## src/rtl/mux_bus_arbiter_pkg.sv

```systemverilog
// Shared encodings for the two-requester bus arbiter.
// Holds the state, owner and bus-width definitions.
package arb_defs;

  localparam int BUS_W = 8;

  typedef enum logic [1:0] {
    IDLE   = 2'b00,
    GRANT0 = 2'b01,
    GRANT1 = 2'b10
  } state_t;

  typedef enum logic {
    OWNER0 = 1'b0,
    OWNER1 = 1'b1
  } owner_t;

endpackage

```

## src/rtl/mux_bus_arbiter_if.sv

```systemverilog
// Requester, grant and sink handshake bundle for mux_bus_arbiter.
// arb is the arbiter side; master is the requester/sink side.
interface mux_bus_arbiter_if;
  import arb_defs::*;

  logic             req0;
  logic             req1;
  logic [BUS_W-1:0] data0;
  logic [BUS_W-1:0] data1;
  logic             grant0;
  logic             grant1;
  logic             ack0;
  logic             ack1;
  logic             mux_sel;
  logic [BUS_W-1:0] bus_data;
  logic             bus_valid;
  logic             bus_ready;

  modport arb (
    input  req0, req1, data0, data1,
    input  bus_ready,
    output grant0, grant1, ack0, ack1,
    output mux_sel, bus_data, bus_valid
  );

  modport master (
    output req0, req1, data0, data1,
    output bus_ready,
    input  grant0, grant1, ack0, ack1,
    input  mux_sel, bus_data, bus_valid
  );

endinterface

```

## src/rtl/mux_bus_arbiter_mux2to1.sv

```systemverilog
// Plain 2:1 data mux used on the arbiter write-back path.
// Mux_sel = 0 picks input1, 1 picks input2.
module Mux2To1 #(
  parameter int W = 8
) (
  input  logic         Mux_sel,
  input  logic [W-1:0] input1,
  input  logic [W-1:0] input2,
  output logic [W-1:0] mux_out
);

  assign mux_out = Mux_sel ? input2 : input1;

endmodule

```

## src/rtl/mux_bus_arbiter.sv

```systemverilog
// Round-robin two-requester bus arbiter with burst limit.
// ARB_STATS_EN adds saturating per-requester beat counters.
module mux_bus_arbiter
  import arb_defs::*;
#(
  parameter int MAX_BURST = 4,
  parameter int CNT_W     = 4
) (
  input  logic          clk,
  input  logic          reset,
  mux_bus_arbiter_if.arb bus
`ifdef ARB_STATS_EN
  ,
  output logic [15:0]   beats0,
  output logic [15:0]   beats1
`endif
);

  localparam logic [CNT_W-1:0] LAST =
    CNT_W'(MAX_BURST - 1);

  state_t           state, state_n;
  owner_t           last_owner, owner_n;
  logic [CNT_W-1:0] cnt, cnt_n;
  logic             sel_q, sel_n;
  logic             g0, g1, valid, beat;

  assign g0    = (state == GRANT0);
  assign g1    = (state == GRANT1);
  // Reset masks the handshake so an aborted burst acks nothing.
  assign valid = ~reset &
    ((g0 & bus.req0) | (g1 & bus.req1));
  assign beat  = valid & bus.bus_ready;

  assign bus.grant0    = g0;
  assign bus.grant1    = g1;
  assign bus.bus_valid = valid;
  assign bus.ack0      = beat & g0;
  assign bus.ack1      = beat & g1;
  assign bus.mux_sel   = sel_q;

  Mux2To1 #(.W(BUS_W)) u_mux (
    .Mux_sel (sel_q),
    .input1  (bus.data0),
    .input2  (bus.data1),
    .mux_out (bus.bus_data)
  );

  always_ff @(posedge clk) begin
    if (reset) begin
      state      <= IDLE;
      last_owner <= OWNER1;
      cnt        <= '0;
      sel_q      <= 1'b0;
    end else begin
      state      <= state_n;
      last_owner <= owner_n;
      cnt        <= cnt_n;
      sel_q      <= sel_n;
    end
  end

  always_comb begin
    state_n = state;
    owner_n = last_owner;
    cnt_n   = cnt;
    unique case (state)
      IDLE: begin
        if (bus.req0 && bus.req1)
          state_n = (last_owner == OWNER1) ?
            GRANT0 : GRANT1;
        else if (bus.req0)
          state_n = GRANT0;
        else if (bus.req1)
          state_n = GRANT1;
      end
      GRANT0: begin
        if (!bus.req0 || (beat && cnt == LAST)) begin
          owner_n = OWNER0;
          cnt_n   = '0;
          if (bus.req1)      state_n = GRANT1;
          else if (bus.req0) state_n = GRANT0;
          else               state_n = IDLE;
        end else if (beat) begin
          cnt_n = cnt + 1'b1;
        end
      end
      GRANT1: begin
        if (!bus.req1 || (beat && cnt == LAST)) begin
          owner_n = OWNER1;
          cnt_n   = '0;
          if (bus.req0)      state_n = GRANT0;
          else if (bus.req1) state_n = GRANT1;
          else               state_n = IDLE;
        end else if (beat) begin
          cnt_n = cnt + 1'b1;
        end
      end
      default: begin
        state_n = IDLE;
        cnt_n   = '0;
      end
    endcase
  end

  always_comb begin
    sel_n = sel_q;
    unique case (state_n)
      GRANT0:  sel_n = 1'b0;
      GRANT1:  sel_n = 1'b1;
      default: sel_n = sel_q;
    endcase
  end

`ifdef ARB_STATS_EN
  always_ff @(posedge clk) begin
    if (reset) begin
      beats0 <= '0;
      beats1 <= '0;
    end else begin
      if (bus.ack0 && beats0 != 16'hFFFF)
        beats0 <= beats0 + 16'd1;
      if (bus.ack1 && beats1 != 16'hFFFF)
        beats1 <= beats1 + 16'd1;
    end
  end
`endif

endmodule

```

## src/flat_wrapper.sv

```systemverilog
// flat-port wrapper written by rule: the top's interface ports become plain ports
module mux_bus_arbiter_flat import arb_defs::*;
#(
  parameter int MAX_BURST = 4,
  parameter int CNT_W     = 4
)
  (clk, reset, bus_req0, bus_req1, bus_data0, bus_data1, bus_bus_ready, bus_grant0, bus_grant1, bus_ack0, bus_ack1, bus_mux_sel, bus_bus_data, bus_bus_valid);
  mux_bus_arbiter_if bus_i ();
  input  logic clk;
  input  logic reset;
  input wire logic [$bits(bus_i.req0)-1:0] bus_req0;
  input wire logic [$bits(bus_i.req1)-1:0] bus_req1;
  input wire logic [$bits(bus_i.data0)-1:0] bus_data0;
  input wire logic [$bits(bus_i.data1)-1:0] bus_data1;
  input wire logic [$bits(bus_i.bus_ready)-1:0] bus_bus_ready;
  output wire logic [$bits(bus_i.grant0)-1:0] bus_grant0;
  output wire logic [$bits(bus_i.grant1)-1:0] bus_grant1;
  output wire logic [$bits(bus_i.ack0)-1:0] bus_ack0;
  output wire logic [$bits(bus_i.ack1)-1:0] bus_ack1;
  output wire logic [$bits(bus_i.mux_sel)-1:0] bus_mux_sel;
  output wire logic [$bits(bus_i.bus_data)-1:0] bus_bus_data;
  output wire logic [$bits(bus_i.bus_valid)-1:0] bus_bus_valid;
  assign bus_i.req0 = bus_req0;
  assign bus_i.req1 = bus_req1;
  assign bus_i.data0 = bus_data0;
  assign bus_i.data1 = bus_data1;
  assign bus_i.bus_ready = bus_bus_ready;
  assign bus_grant0 = bus_i.grant0;
  assign bus_grant1 = bus_i.grant1;
  assign bus_ack0 = bus_i.ack0;
  assign bus_ack1 = bus_i.ack1;
  assign bus_mux_sel = bus_i.mux_sel;
  assign bus_bus_data = bus_i.bus_data;
  assign bus_bus_valid = bus_i.bus_valid;
  mux_bus_arbiter #(.MAX_BURST(MAX_BURST), .CNT_W(CNT_W)) u_core (.clk(clk), .reset(reset), .bus(bus_i));
endmodule
```

## config.mk

```make
export PLATFORM = sky130hd
export DESIGN_NAME = mux_bus_arbiter_flat
export DESIGN_NICKNAME = d
export VERILOG_FILES = /design/src/rtl/mux_bus_arbiter_pkg.sv /design/src/rtl/mux_bus_arbiter_if.sv /design/src/rtl/mux_bus_arbiter_mux2to1.sv /design/src/rtl/mux_bus_arbiter.sv /design/src/flat_wrapper.sv
export SDC_FILE = /design/constraint.sdc
export NUM_CORES = 1
export LEC_CHECK = 0
export ABC_AREA = 1
export ABC_CLOCK_PERIOD_IN_PS = 1750
export BUFFER_PORTS_ARGS = -buffer_cell sky130_fd_sc_hd__buf_2
export CORE_UTILIZATION = 41
export DETAILED_ROUTE_END_ITERATION = 10
export GPL_ROUTABILITY_DRIVEN = 0
export HOLD_SLACK_MARGIN = 0.02
export MAX_ROUTING_LAYER = met4
export PLACE_DENSITY = 0.75
export SLEW_MARGIN = 20
export SYNTH_ARGS = -nofsm -noshare
export SYNTH_HDL_FRONTEND = slang
export SYNTH_SLANG_ARGS = --single-unit
```

## constraint.sdc

```tcl
create_clock -name clk -period 1.75 [get_ports clk]
set_input_delay 0.35 -clock clk [delete_from_list [all_inputs] [get_ports clk]]
set_output_delay 0.35 -clock clk [all_outputs]
set_load 0.02 [all_outputs]
```

Word level (Yosys, flattened, before mapping)
Index checks and enable logic that the tools add are counted.
Operators by class
  bitwise operators: 8
  divide/modulo/power cells: 0
  shifts and indexed selects: 0
  magnitude comparators: 0
  multiplexer cells: 20
  reduce and logical (&&, ||, !) cells: 10
  equality and inequality tests: 7
  add/sub/neg operators: 1
  $mul: 0
Operators by type and width (number)
  2-to-1 mux 2 bit: 9
  2-to-1 mux 4 bit: 3
  one-hot mux 4 bit (3 select lines): 1
  2-to-1 mux 8 bit: 1
  AND 1 bit: 6
  one-hot mux 2 bit (3 select lines): 1
  adder 4 x 1 -> 4 bit (second input constant): 1
  equality test 2 x 1 -> 1 bit (second input constant): 2
  equality test 2 bit (second input constant): 2
  equality test 4 x 2 -> 1 bit (second input constant): 1
  != test 2 bit (second input constant): 2
  one-hot mux 1 bit (2 select lines): 2
  nonzero test 2 bit: 2
  2-to-1 mux 1 bit: 3
  AND reduction 3 bit: 1
  logical AND 1 bit: 2
  logical NOT 1 bit: 2
  logical NOT 2 bit: 1
  logical OR 1 bit: 2
  inverter 1 bit: 1
  bitwise OR 1 bit: 1
Word-level totals
  input bits: 21
  flip-flop bits (word level): 8
  bits in latches: 0
  RAM bits: 0
  memories kept: 0
  bits in read-only memories: 0
  logic and storage cells: 50
  output and inout port bits: 14

Logic depth before layout (Yosys ltp)
Gate-level depths: netlist of run 1.
  depth after elaboration: 11
  depth in mapped cells: 14
  gate-level depth less buffers: 14

Hierarchy
A second synthesis of run 1 with hierarchy kept.
Unflattened totals
  cells, all modules: 116
  area, all modules: 732.0 sq um
Modules (own cells, without submodules)
  mux_bus_arbiter: area an instance 626.9 sq um, instances 1, seq. area each 160.2 sq um, cells an instance 90
  Mux2To1: area an instance 105.1 sq um, instances 1, seq. area each 0.0 sq um, cells an instance 26

Worst setup path before layout of run 1
OpenSTA, ideal clock, no wires.
  path type: register to register
  from: register u_core.state[0]
  to: register u_core.sel_q, in the netlist u_core.bus.mux_sel
  buffers on the path: 0
  library setup time: 0.122 ns
  stages on the path, launching flop included: 15
  required time: 1.628 ns
  arrival: 1.940 ns
  path slack: -0.312 ns
  period minus slack after synthesis: 2.062 ns
  cells stage by stage: dfxtp_1 > inv_1 > ha_1 > nand2_2 > nand2_4 > nand3_4 > o21bai_1 > nand2_1 > nand3_1 > nand3_1 > nand2_1 > inv_1 > ha_1 > o21ai_0 > a21oi_1
On the way
  longest elaborated chain between the ends: 11
  elaborated cells between the ends (all ways): 21
  classes of those cells: 4 x eq/ne; 7 x mux; 5 x bitwise; 5 x reduce/logical
RTL lines
  from (decl): line mux_bus_arbiter.sv:22  | state_t state, state_n;
  from (signal assigned): line mux_bus_arbiter.sv:56  | state <= state_n;
  equality test 2 bit *: line mux_bus_arbiter.sv:29  | assign g1 = (state == GRANT1);
  via bus_grant1: line flat_wrapper.sv:17  | output wire logic [$bits(bus_i.grant1)-1:0] bus_grant1;
  AND 1 bit: line mux_bus_arbiter.sv:32  | ((g0 & bus.req0) | (g1 & bus.req1));
  bitwise OR 1 bit: line mux_bus_arbiter.sv:32
  AND 1 bit: line mux_bus_arbiter.sv:31  | assign valid = ~reset &
  AND 1 bit: line mux_bus_arbiter.sv:33  | assign beat = valid & bus.bus_ready;
  logical AND 1 bit: line mux_bus_arbiter.sv:78, mux_bus_arbiter.sv:89
  logical OR 1 bit, on equally long branches: line mux_bus_arbiter.sv:89, mux_bus_arbiter.sv:78
  2-to-1 mux 2 bit, on equally long branches: line mux_bus_arbiter.sv:89, mux_bus_arbiter.sv:78
  one-hot mux 2 bit (3 select lines) *: line mux_bus_arbiter.sv:67  | unique case (state)
  via u_core.state_n[1]: line mux_bus_arbiter.sv:22
  equality test 2 bit / equality test 2 x 1 -> 1 bit (equally long branches): line mux_bus_arbiter.sv:108  | unique case (state_n)
  one-hot mux 1 bit (2 select lines) / nonzero test 2 bit (equally long branches)
  to (signal assigned): line mux_bus_arbiter.sv:59  | sel_q <= sel_n;
  to (decl): line mux_bus_arbiter.sv:25  | logic sel_q, sel_n;
The timed path passes the listed nets; every way through them passes the cells marked *.
A chain may end at the register's enable or synchronous reset.

Worst setup path after layout of run 1
  from: register u_core.cnt[1]
  to: register u_core.sel_q, in the netlist u_core.bus.mux_sel
On the way
  longest elaborated chain between the ends: 7
  elaborated cells between the ends (all ways): 11
  classes of those cells: 3 x eq/ne; 4 x mux; 4 x reduce/logical
RTL lines
  from (decl): line mux_bus_arbiter.sv:24  | logic [CNT_W-1:0] cnt, cnt_n;
  from (signal assigned): line mux_bus_arbiter.sv:58  | cnt <= cnt_n;
  equality test 4 x 2 -> 1 bit *: line mux_bus_arbiter.sv:78, mux_bus_arbiter.sv:89
  logical AND 1 bit *: line mux_bus_arbiter.sv:78, mux_bus_arbiter.sv:89
  logical OR 1 bit, on equally long branches: line mux_bus_arbiter.sv:89, mux_bus_arbiter.sv:78
  2-to-1 mux 2 bit, on equally long branches: line mux_bus_arbiter.sv:89, mux_bus_arbiter.sv:78
  one-hot mux 2 bit (3 select lines) *: line mux_bus_arbiter.sv:67
  equality test 2 bit / equality test 2 x 1 -> 1 bit (equally long branches): line mux_bus_arbiter.sv:108
  one-hot mux 1 bit (2 select lines) / nonzero test 2 bit (equally long branches)
Mark *: on every way between the ends. The rest lies on a longest branch, timed or not.

==> results of run 1 <==
[power by group]
part           internal (W)  leakage [nW]  switching (W)  total, W
sequential         0.000215        0.0676      0.0000277  0.000243
clock             0.0000787        0.0138      0.0000666  0.000145
combinational      0.000357         0.538       0.000521  0.000877
[flip-flops by register name, summed over array words and instances, names as in the netlist]
signal,flops
u_core.cnt,4
u_core.state,2
u_core.bus.mux_sel,1
u_core.last_owner,1
[logic make-up after synthesis]
kind of cell    synth area share
buf+inv                   0.1206
flops                     0.2144
compound gates            0.1424
fa+ha+maj                 0.1005
simple gates              0.4221
[worst max path at each step]
stage                               startpoint                              end  slack [ns]  cells past startpoint
floorplan           u_core.state[1]$_SDFF_PP0_  u_core.bus.mux_sel$_SDFFE_PP0P_       -0.11                     14
global placement    u_core.state[1]$_SDFF_PP0_  u_core.bus.mux_sel$_SDFFE_PP0P_       -0.06                     14
detailed placement  u_core.state[1]$_SDFF_PP0_  u_core.bus.mux_sel$_SDFFE_PP0P_       -0.11                     13
CTS                 u_core.state[1]$_SDFF_PP0_  u_core.bus.mux_sel$_SDFFE_PP0P_       -0.04                     13
global route        u_core.state[0]$_SDFF_PP0_  u_core.bus.mux_sel$_SDFFE_PP0P_       -0.23                     14
finish              u_core.cnt[1]$_SDFFE_PP0N_  u_core.bus.mux_sel$_SDFFE_PP0P_       -0.12                     11
[Yosys cell counts, drive strengths merged]
| master | n | area, µm² |
|---|---|---|
| nor2 | 15 | 78.83 |
| dfxtp | 8 | 160.2 |
| nand2 | 40 | 162.6 |
| clkbuf | 1 | 3.750 |
| o31ai | 1 | 7.510 |
| a21oi | 8 | 40.04 |
| o22ai | 1 | 6.260 |
| o21bai | 2 | 15.01 |
| o21ai | 6 | 30.03 |
| inv | 18 | 67.57 |
| ha | 6 | 75.07 |
| nand4 | 1 | 6.260 |
| o211ai | 1 | 7.510 |
| buf | 1 | 15.01 |
| clkinv | 1 | 3.750 |
| nand3 | 11 | 67.57 |
[per-stage QoR]
stage,power (W),hold WS (ns)
2_1_floorplan,0.0007195,0.4542
3_3_place_gp,0.0009692,0.4714
3_5_place_dp,0.0009935,0.4963
4_1_cts,0.001225,0.3837
5_1_grt,0.001364,0.3972
6_report,0.001266,0.3912
[area by class of cell]
class	count	area, µm²	share of cell area
clock buffer	3	22.52	0.01813
timing repair buffer	54	336.6	0.2709
multi-input combinational	92	605.6	0.4874
inverter	19	76.32	0.06143
sequential	8	170.2	0.1370
tap	25	31.28	0.02518
[routing by layer]
metal	vias up	routed length (µm)	track usage
li1	496	-	-
met1	455	881	0.2759
met2	31	1256	0.4500
met3	4	125	0.08163
met4	0	28	0.08485
met5	-	0	-
[worst reg2reg max path, stage by stage (launching register included)]
cell and delay, ns:
dfxtp_2 0.35, ha_4 0.14, nand2_2 0.07, nor2_4 0.13
nand4_1 0.21, nand3_1 0.16, nand2_1 0.08, nand3_2 0.08
nand2_2 0.08, ha_4 0.26, o21ai_2 0.16, a21oi_2 0.05
[what timing repair did]
| item | in CTS | in global routing |
|---|---|---|
| pin swaps | 9 | 17 |
| setup buffers | 3 | 0 |
| cloned | 0 | 0 |
| endpoints found under the setup margin | 3 | 4 |
| resized for setup | 19 | 11 |
==> tab_implementation.tex, run 1 <==
\begin{tabular}{lr}
\hline
Metric & Value \\
\hline
\multicolumn{2}{l}{\textbf{Status}} \\
Result of the run & finished with violations \\
Violations in the final reports & negative setup slack \\
\multicolumn{2}{l}{\textbf{GRT}} \\
Total global routing overflow & 0 \\
Global-route wire length before repair & 3.705 mm \\
Number of global-route vias before repair & 896 \\
Maximum number of pins on one net before global-route repair & 10 \\
Antenna violations before repair & 0 \\
Gr usage total & 0.2587 \\
\multicolumn{2}{l}{\textbf{Placed design}} \\
Number of buffers added on ports & 34 \\
Cell Count Post-Placement & 195 \\
Area after DPL & 1095 µm² \\
Pre-CTS setup slack & -0.1118 ns \\
Post-DP HPWL & 1.685 mm \\
\multicolumn{2}{l}{\textbf{Critical path}} \\
Critical path arrival & 2.01 ns \\
Length in cells of the worst reg-to-reg path & 11 \\
Worst reg2reg path endpoint & u\_core.bus.mux\_sel\$\_SDFFE\_PP0P\_ \\
Peak fanout along the critical path & 4 \\
CP endpoint kind & flip-flop \\
List of cells traversed by the critical path & ha\_4 > nand2\_2 > nor2\_4 > nand4\_1 > nand3\_1 > nand2\_1 > nand3\_2 > nand2\_2 > ha\_4 > o21ai\_2 > a21oi\_2 \\
Slowest-stage cell, CP & dfxtp\_2 \\
Crit-path leading delay family & simple AND/OR/NAND/NOR gates \\
Worst path required time & 1.89 ns \\
Reg-to-reg critical path startpoint & u\_core.cnt[1]\$\_SDFFE\_PP0N\_ \\
Worst stage delay on the critical path & 0.35 ns \\
Crit path launch type & flip-flop \\
Buffers \& Inverters on Critical Path & 0 \\
Register-to-register setup slack & -0.12 ns \\
WS Path Type & reg2reg \\
\multicolumn{2}{l}{\textbf{Floorplan}} \\
Rows & 15 \\
Starting Density & 0.4374 \\
Top-Level Pins & 35 \\
Die extent in x & 44.69 µm \\
Core footprint & 1708 µm² \\
Height of the die & 44.69 µm \\
Die outline area & 1997 µm² \\
\multicolumn{2}{l}{\textbf{Clocking}} \\
Clock-pin transition on the worst setup and hold timing paths & 0.06 ns \\
Clock network latency to the later pin of the worst-skew pair & 0.26 ns \\
Number of clock buffers inserted by TritonCTS & 3 \\
CTS Sinks & 8 \\
Root buf cell & clkbuf\_4 \\
Buffers from clock root to sink, at most & 2 \\
CTS tree & done \\
Hold-fix buffers at CTS & 0 \\
Maximum level of the CTS H-tree & 1 \\
\multicolumn{2}{l}{\textbf{Layout}} \\
Antenna fix cells & 0 \\
Nets@finish & 205 \\
Fill count & 147 \\
Final core utilization & 0.7275 \\
Leading cell type in the layout, fill and taps excluded & nand2\_1 \\
Syn-to-layout area delta & 66.33\% \\
Share of layout cells above drive strength 1 & 0.5170 \\
Most used cells in the layout excluding fill and tap cells & 34 x nand2\_1, 32 x buf\_2, 19 x buf\_4, 12 x inv\_1, 9 x nand3\_1 \\
Post-route cell area & 1242 µm² \\
Post-route non-filler standard cell count & 201 \\
\multicolumn{2}{l}{\textbf{STA}} \\
Hold violation total from the final report & 0 \\
Final setup slack of the worst path & -0.1227 ns \\
Period Utilization, post-route & 1.070 \\
Worst clock skew & 0.004252 ns \\
Achievable clock frequency & 534.0 MHz \\
Setup repair after global routing missed its margin & true \\
Fin. max-slew vios & 0 \\
Number of endpoints failing setup at the final stage & 4 \\
Tightest slew margin relative to the limit & 0.8181 \\
Time the final worst path needs with I/O delays and setup & 1.873 ns \\
Actual slew at the worst max-slew pin & 0.2711 ns \\
Total negative slack for setup checks & -0.1538 ns \\
\multicolumn{2}{l}{\textbf{Synth}} \\
Avg Synthesized Cell Area & 6.173 µm² \\
Count of cell types in the netlist & 23 \\
Register bit total from synthesis & 8 \\
Number of warnings reported in the yosys synthesis log & 0 \\
Number of nets in the synthesized netlist & 148 \\
Share of the yosys chip area belonging to registers & 0.2144 \\
Synth Cell Area & 747.0 µm² \\
Cell count after synthesis & 121 \\
\multicolumn{2}{l}{\textbf{Routing}} \\
Avg WL per Cell & 11.40 µm \\
Routed wire length & 2.291 mm \\
Count of unresolved DRC violations after routing & 0 \\
Number of design-rule violations left by the first detailed-router iteration & 13 \\
Count of nets left with antenna violations after detail routing & 0 \\
Per-cell via count in the routed design & 4.905 \\
Total vias in the final route & 986 \\
Initial DRT Pass Iterations & 4 \\
\multicolumn{2}{l}{\textbf{Power}} \\
Leak pwr & 0.6197 nW \\
VDD IR-drop max & 794.6 µV \\
Pwr dens & 1019 nW/µm² \\
\multicolumn{2}{l}{\textbf{Min path}} \\
Endpoint of the worst hold-timing path & u\_core.last\_owner\$\_SDFFE\_PP1P\_ \\
Min-Delay Startpoint & reset \\
Min-Delay Path Class & in2reg \\
Hold Crit Depth & 3 \\
\multicolumn{2}{l}{\textbf{Flow run}} \\
Max-cap check violation count & 0 \\
\hline
\end{tabular}
Power figures use the tool's default switching activity.
==> run 2: changes to the inputs <==
--- a/config.mk
+++ b/config.mk
@@ -5,7 +5,6 @@
 export SDC_FILE = /design/constraint.sdc
 export NUM_CORES = 1
 export LEC_CHECK = 0
-export ABC_AREA = 1
 export ABC_CLOCK_PERIOD_IN_PS = 1750
 export BUFFER_PORTS_ARGS = -buffer_cell sky130_fd_sc_hd__buf_2
 export CORE_UTILIZATION = 41
@@ -13,7 +12,7 @@
 export GPL_ROUTABILITY_DRIVEN = 0
 export HOLD_SLACK_MARGIN = 0.02
 export MAX_ROUTING_LAYER = met4
-export PLACE_DENSITY = 0.75
+export PLACE_DENSITY = 0.77
 export SLEW_MARGIN = 20
 export SYNTH_ARGS = -nofsm -noshare
 export SYNTH_HDL_FRONTEND = slang
==> run 2 against run 1 <==
Net effect: the flow still finishes with violations (negative setup slack); clock power up 4%; hold slack gained 0.0044 ns; global-route usage increased by 1.1 points; clock-buffer cell count did not move; non-clock buffer count rose by 14.
==> tab_implementation.tex, run 2 <==
\begin{tabular}{lr}
\hline
Metric & Value \\
\hline
\multicolumn{2}{l}{\textbf{Placed design}} \\
Post-DP HPWL & 1.866 mm \\
Number of buffers added on ports & 34 \\
Area after DPL & 1211 µm² \\
Pre-CTS setup slack & -0.4113 ns \\
\multicolumn{2}{l}{\textbf{STA}} \\
Actual slew at the worst max-slew pin & 0.2799 ns \\
Final setup slack of the worst path & -0.4006 ns \\
Achievable clock frequency & 465.0 MHz \\
Hold violation total from the final report & 0 \\
Setup repair after global routing missed its margin & true \\
Worst clock skew & 0.006842 ns \\
Time the final worst path needs with I/O delays and setup & 2.151 ns \\
Period Utilization, post-route & 1.229 \\
Fin. max-slew vios & 0 \\
Tightest slew margin relative to the limit & 0.8118 \\
Number of endpoints failing setup at the final stage & 4 \\
\multicolumn{2}{l}{\textbf{Floorplan}} \\
Die outline area & 2009 µm² \\
Rows & 15 \\
Starting Density & 0.4355 \\
Core footprint & 1727 µm² \\
Height of the die & 44.83 µm \\
Top-Level Pins & 35 \\
Die extent in x & 44.83 µm \\
\multicolumn{2}{l}{\textbf{Clocking}} \\
Root buf cell & clkbuf\_4 \\
Maximum level of the CTS H-tree & 1 \\
Number of clock buffers inserted by TritonCTS & 3 \\
Hold-fix buffers at CTS & 0 \\
Clock network latency to the later pin of the worst-skew pair & 0.27 ns \\
CTS Sinks & 8 \\
Buffers from clock root to sink, at most & 2 \\
Clock-pin transition on the worst setup and hold timing paths & 0.06 ns \\
CTS tree & done \\
\multicolumn{2}{l}{\textbf{Synth}} \\
Largest cells by area after synthesis & dfxtp\_1 21\%, mux2\_2 12\%, ha\_1 10\% \\
Post-synth EDFFs & 0 \\
Fraction of synthesized cell area taken by the top area cell type & 0.2130 \\
Register bit total from synthesis & 8 \\
Count of cell types in the netlist & 40 \\
Avg Synthesized Cell Area & 8.263 µm² \\
Commonest cells in the netlist & 8 x dfxtp\_1, 8 x mux2\_2, 8 x nand2\_1, 6 x ha\_1, 5 x inv\_1 \\
Number of warnings reported in the yosys synthesis log & 0 \\
Synth Cell Area & 752.0 µm² \\
Async set or reset register ratio after synthesis & 0 \\
Cell count after synthesis & 91 \\
Number of nets in the synthesized netlist & 118 \\
Share of the yosys chip area belonging to registers & 0.2130 \\
Flip-flop cell with the highest count after synthesis & dfxtp\_1 \\
Post-synth top area cell & dfxtp\_1 \\
\multicolumn{2}{l}{\textbf{Critical path}} \\
Slowest-stage cell, CP & or4\_4 \\
CP endpoint kind & flip-flop \\
Worst stage delay on the critical path & 0.43 ns \\
Peak fanout along the critical path & 3 \\
Worst setup path end & u\_core.bus.mux\_sel\$\_SDFFE\_PP0P\_ \\
Crit path launch type & flip-flop \\
Worst path required time & 1.90 ns \\
List of cells traversed by the critical path & ha\_4 > or3b\_4 > or4\_4 > a41o\_1 > ha\_1 > mux2i\_1 > nor2\_1 \\
Critical path arrival & 2.31 ns \\
Crit path launch & u\_core.cnt[1]\$\_SDFFE\_PP0N\_ \\
Register-to-register setup slack & -0.40 ns \\
Worst reg2reg path endpoint & u\_core.bus.mux\_sel\$\_SDFFE\_PP0P\_ \\
WS Path Type & reg2reg \\
Reg-to-reg critical path startpoint & u\_core.cnt[1]\$\_SDFFE\_PP0N\_ \\
Length in cells of the worst reg-to-reg path & 7 \\
\multicolumn{2}{l}{\textbf{Layout}} \\
Largest register FFs & 4 \\
Antenna fix cells & 0 \\
Most used cells in the layout excluding fill and tap cells & 34 x buf\_2, 32 x buf\_4, 8 x mux2\_2, 8 x nand2\_1, 4 x inv\_1 \\
Syn-to-layout area delta & 77.04\% \\
Register with the highest flop count & u\_core.cnt \\
Fill count & 118 \\
Nets@finish & 187 \\
Biggest registers after layout & u\_core.cnt: 4 flops, u\_core.state: 2 flops \\
Share of layout cells above drive strength 1 & 0.6329 \\
Leading cell type in the layout, fill and taps excluded & buf\_2 \\
Post-route cell area & 1331 µm² \\
\multicolumn{2}{l}{\textbf{Power}} \\
Pwr dens & 743.9 nW/µm² \\
Leak pwr & 0.6515 nW \\
VDD IR-drop max & 537.9 µV \\
\multicolumn{2}{l}{\textbf{Status}} \\
Result of the run & finished with violations \\
Violations in the final reports & negative setup slack \\
\multicolumn{2}{l}{\textbf{GRT}} \\
Total global routing overflow & 0 \\
Gr usage total & 0.2695 \\
Global-route wire length before repair & 3.698 mm \\
Maximum number of pins on one net before global-route repair & 11 \\
Number of global-route vias before repair & 905 \\
Antenna violations before repair & 0 \\
\multicolumn{2}{l}{\textbf{Routing}} \\
Total vias in the final route & 1019 \\
Initial DRT Pass Iterations & 4 \\
Avg WL per Cell & 14.66 µm \\
WL met2 & 1.354 mm \\
Count of nets left with antenna violations after detail routing & 0 \\
Top sig layer & met4 \\
Wire length on met1 & 997 µm \\
Count of unresolved DRC violations after routing & 0 \\
Amount of wire on met3 after detailed routing & 263 µm \\
Routed wire length & 2.682 mm \\
Number of design-rule violations left by the first detailed-router iteration & 29 \\
Per-cell via count in the routed design & 5.568 \\
\multicolumn{2}{l}{\textbf{Min path}} \\
Min-Delay Path Class & in2reg \\
Min-Delay Startpoint & reset \\
\multicolumn{2}{l}{\textbf{Flow run}} \\
Max-cap check violation count & 0 \\
\hline
\end{tabular}
[run 2: changes by cell type in the layout (fill, tap and decap cells not counted), moves of 5 or more]
cell     before  now
nand2_1      34    8
buf_4        19   32
inv_1        12    4
mux2_2        0    8
nand3_1       9    1
nor2_4        5    0
[run 2: worst max-delay path, delay by kind of cell, from the launching register on]
kind / cells / cell delay [ns]
AOI/OAI and AO/OA: 1 / 0.22
adders and majority gates: 2 / 0.40
DFF: 1 / 0.36
muxes: 1 / 0.18
and+or+nand+nor: 3 / 0.87
[run 2: cell families after synthesis]
logic type               share of synthesized area
AND/OR/NAND/NOR                             0.2679
AO/OA/AOI/OAI                               0.2030
buffers and inverters                      0.04826
multiplexers                                0.1331
flip-flops                                  0.2130
adder cells (fa/ha/maj)                    0.09983
XOR/XNOR                                   0.03495
[run 2: layer usage]
| layer | GRT usage | vias to the layer above |
|---|---|---|
| met3 | 0.05200 | 10 |
| met4 | 0.1576 | 0 |
| met1 | 0.2878 | 459 |
| li1 | - | 482 |
| met5 | - | - |
| met2 | 0.4618 | 68 |
[run 2: area by class of cell]
type	count	area, µm²	share of cell area
Tap cell	25	31.28	0.02350
Timing Repair Buffer	68	432.9	0.3252
Sequential cell	8	171.4	0.1288
Multi-Input combinational cell	74	654.4	0.4915
Inverter	5	18.77	0.01410
Clock buffer	3	22.52	0.01692
[run 2: repair_timing]
action	4_1_cts	5_1_grt
hold endpoints to repair	0	0
setup buffers	3	2
resized for setup	3	14
gates cloned	0	0
setup endpoints to repair	6	18
pin swaps	1	3
[run 2: worst min-delay path by stage]
| stage | to | cells past startpoint | slack (ns) |
|---|---|---|---|
| after detailed placement | u_core.cnt[1]$_SDFFE_PP0N_ | 2 | 0.49 |
| after CTS | u_core.bus.mux_sel$_SDFFE_PP0P_ | 3 | 0.40 |
| after global placement | u_core.cnt[1]$_SDFFE_PP0N_ | 2 | 0.49 |
| final | u_core.bus.mux_sel$_SDFFE_PP0P_ | 3 | 0.40 |
| after global routing | u_core.bus.mux_sel$_SDFFE_PP0P_ | 3 | 0.40 |
| after floorplan | u_core.cnt[1]$_SDFFE_PP0N_ | 1 | 0.41 |
[run 2: per-stage QoR]
| stage | hold WS (ns) | setup TNS, ns | power, W | utilization | cells |
|---|---|---|---|---|---|
| 3_3_place_gp | 0.4948 | -0.4132 | 0.0007617 | 0.7014 | 176 |
| 2_1_floorplan | 0.4117 | -0.3402 | 0.0005432 | - | 91 |
| 4_1_cts | 0.4032 | -0.8216 | 0.0009422 | 0.7304 | 182 |
| 3_5_place_dp | 0.4948 | -0.5027 | 0.0007744 | 0.7014 | 176 |
| 6_report | 0.3956 | -0.8056 | 0.0009903 | 0.7710 | 183 |
| 5_1_grt | 0.4010 | -0.9960 | 0.001041 | 0.7710 | 183 |
[run 2: report_power, final]
group          leakage, nW  internal (W)  switching (W)
clock network       0.0138     0.0000791      0.0000721
registers           0.0679      0.000204      0.0000328
logic                0.570      0.000298       0.000304
total                0.651      0.000581       0.000409
==> run 3: changes to the inputs <==
--- a/config.mk
+++ b/config.mk
@@ -13,6 +13,7 @@
 export HOLD_SLACK_MARGIN = 0.02
 export MAX_ROUTING_LAYER = met4
 export PLACE_DENSITY = 0.77
+export REMOVE_ABC_BUFFERS = 1
 export SLEW_MARGIN = 20
 export SYNTH_ARGS = -nofsm -noshare
 export SYNTH_HDL_FRONTEND = slang
==> run 3 against run 2 <==
Net effect: the flow still finishes with violations (negative setup slack); sequential power is essentially flat; wire length grew 13%; non-clock buffer count is the same; critical endpoint unchanged; setup slack lost 0.097 ns; critical path type unchanged; clock power is essentially flat; hold slack gained 0.018 ns; cell count is the same; highest routed layer unchanged; via count grew 2.2%; design area grew 4.4%; die area is the same; flip-flop and latch count is the same; largest cell class unchanged.
==> tab_implementation.tex, run 3 (same netlist as run 2, synthesis figures left out) <==
\begin{tabular}{lr}
\hline
Metric & Value \\
\hline
\multicolumn{2}{l}{\textbf{STA}} \\
Time the final worst path needs with I/O delays and setup & 2.248 ns \\
Tightest slew margin relative to the limit & 0.7258 \\
Hold Worst Slack & 0.4132 ns \\
Setup repair after global routing missed its margin & true \\
Hold violation total from the final report & 0 \\
Fin. max-slew vios & 0 \\
Achievable clock frequency & 444.9 MHz \\
Actual slew at the worst max-slew pin & 0.4107 ns \\
Worst clock skew & 0.01545 ns \\
Final setup slack of the worst path & -0.4976 ns \\
Number of endpoints failing setup at the final stage & 4 \\
Period Utilization, post-route & 1.284 \\
\multicolumn{2}{l}{\textbf{Clocking}} \\
Hold-fix buffers at CTS & 0 \\
Maximum level of the CTS H-tree & 1 \\
Buffers from clock root to sink, at most & 2 \\
CTS Sinks & 8 \\
Number of clock buffers inserted by TritonCTS & 3 \\
Root buf cell & clkbuf\_4 \\
Clock network latency to the later pin of the worst-skew pair & 0.27 ns \\
Clock-pin transition on the worst setup and hold timing paths & 0.06 ns \\
CTS tree & done \\
\multicolumn{2}{l}{\textbf{GRT}} \\
Maximum number of pins on one net before global-route repair & 11 \\
Met1 capacity usage during global routing & 0.3489 \\
Gr usage total & 0.2960 \\
Antenna violations before repair & 0 \\
Total global routing overflow & 0 \\
Global-route wire length before repair & 4.181 mm \\
GR peak layer & met2 \\
Met3 Track Usage GR & 0.04000 \\
Number of global-route vias before repair & 947 \\
Grt met2 use & 0.4912 \\
\multicolumn{2}{l}{\textbf{Floorplan}} \\
Rows & 15 \\
Starting Density & 0.4355 \\
Height of the die & 44.83 µm \\
Top-Level Pins & 35 \\
Die outline area & 2009 µm² \\
Core footprint & 1727 µm² \\
Die extent in x & 44.83 µm \\
\multicolumn{2}{l}{\textbf{Layout}} \\
Leading cell type in the layout, fill and taps excluded & buf\_2 \\
Antenna fix cells & 0 \\
Largest register FFs & 4 \\
Final core utilization & 0.8051 \\
Most used cells in the layout excluding fill and tap cells & 31 x buf\_2, 30 x buf\_4, 8 x mux2\_2, 8 x nand2\_1, 6 x buf\_6 \\
Post-route cell area & 1390 µm² \\
Fill count & 109 \\
Syn-to-layout area delta & 84.86\% \\
Biggest registers after layout & u\_core.cnt: 4 flops, u\_core.state: 2 flops \\
Post-route non-filler standard cell count & 183 \\
Register with the highest flop count & u\_core.cnt \\
Share of layout cells above drive strength 1 & 0.6709 \\
Nets@finish & 187 \\
\multicolumn{2}{l}{\textbf{Placed design}} \\
Area after DPL & 1139 µm² \\
Number of buffers added on ports & 34 \\
Cell Count Post-Placement & 173 \\
Post-DP HPWL & 1.871 mm \\
\multicolumn{2}{l}{\textbf{Routing}} \\
Count of unresolved DRC violations after routing & 0 \\
Number of design-rule violations left by the first detailed-router iteration & 42 \\
Initial DRT Pass Iterations & 4 \\
Count of nets left with antenna violations after detail routing & 0 \\
Avg WL per Cell & 16.60 µm \\
Total vias in the final route & 1041 \\
Routed wire length & 3.037 mm \\
Per-cell via count in the routed design & 5.689 \\
\multicolumn{2}{l}{\textbf{Critical path}} \\
Crit path launch & u\_core.state[1]\$\_SDFF\_PP0\_ \\
Worst stage delay on the critical path & 0.36 ns \\
CP endpoint kind & flip-flop \\
Worst path required time & 1.89 ns \\
List of cells traversed by the critical path & buf\_12 > ha\_4 > a22oi\_2 > o22ai\_1 > a211oi\_2 > a31oi\_1 > ha\_1 > mux2i\_1 > nor2\_1 \\
Critical path arrival & 2.39 ns \\
Reg-to-reg critical path startpoint & u\_core.state[1]\$\_SDFF\_PP0\_ \\
Slowest-stage cell, CP & dfxtp\_4 \\
WS Path Type & reg2reg \\
Crit path launch type & flip-flop \\
Peak fanout along the critical path & 5 \\
\multicolumn{2}{l}{\textbf{Power}} \\
Post-layout total power & 0.001062 W \\
Leak pwr & 0.6505 nW \\
Pwr dens & 763.9 nW/µm² \\
VDD IR-drop max & 613.0 µV \\
\multicolumn{2}{l}{\textbf{Status}} \\
Result of the run & finished with violations \\
Violations in the final reports & negative setup slack \\
\multicolumn{2}{l}{\textbf{Flow run}} \\
Max-cap check violation count & 0 \\
\multicolumn{2}{l}{\textbf{Min path}} \\
Min-Delay Startpoint & reset \\
Min-Delay Path Class & in2reg \\
\hline
\end{tabular}
## run 3: cell counts in the layout (fill, tap and decap cells not counted)
No cell type changed its count.
## run 3: area by class of cell
| cell class | count | area [µm²] | area share |
|---|---|---|---|
| multi-input combinational | 74 | 679.4 | 0.4888 |
| timing repair buffer | 68 | 467.9 | 0.3366 |
| sequential | 8 | 170.2 | 0.1224 |
| tap | 25 | 31.28 | 0.02250 |
| clock buffer | 3 | 22.52 | 0.01620 |
| inverter | 5 | 18.77 | 0.01350 |
## run 3: stage by stage
step	TNS, ns	worst slack (ns)
4_1_cts	-0.8295	-0.3941
2_1_floorplan	-0.5175	-0.5001
3_5_place_dp	-0.5388	-0.4643
6_report	-0.9955	-0.4976
5_1_grt	-1.259	-0.5699
3_3_place_gp	-0.4047	-0.3974
## run 3: worst max-delay path: cells and delay by family, from the launching register on
kind	cells	cell delay, ns
buffers and inverters	1	0.12
DFF	1	0.36
muxes	1	0.23
adders and majority gates	2	0.50
AOI/OAI and AO/OA	4	0.84
and+or+nand+nor	1	0.06
## run 3: repair_timing
action,in CTS,in global routing
setup endpoints to repair,5,8
buffers inserted,6,4
pin swaps,7,13
resized for setup,24,18
## run 3: worst paths after layout
path	to	slack, ns	cells past startpoint
hold reg to reg	u_core.last_owner$_SDFFE_PP1P_	0.52	1
hold / removal	u_core.last_owner$_SDFFE_PP1P_	0.41	3
setup / recovery	u_core.bus.mux_sel$_SDFFE_PP0P_	-0.50	9
setup reg to reg	u_core.bus.mux_sel$_SDFFE_PP0P_	-0.50	9
## run 3: layer usage
layer | up-vias | routed length (µm) | share of wire
li1 | 482 | - | -
met1 | 495 | 1206 | 0.40
met2 | 50 | 1576 | 0.52
met3 | 14 | 172 | 0.057
met4 | 0 | 81 | 0.027
met5 | - | 0 | 0
## run 3: power by group
group | switching (W) | internal [W]
Clock | 0.0000693 | 0.0000789
Combinational | 0.000337 | 0.000340
Sequential | 0.0000311 | 0.000205
Total | 0.000438 | 0.000624
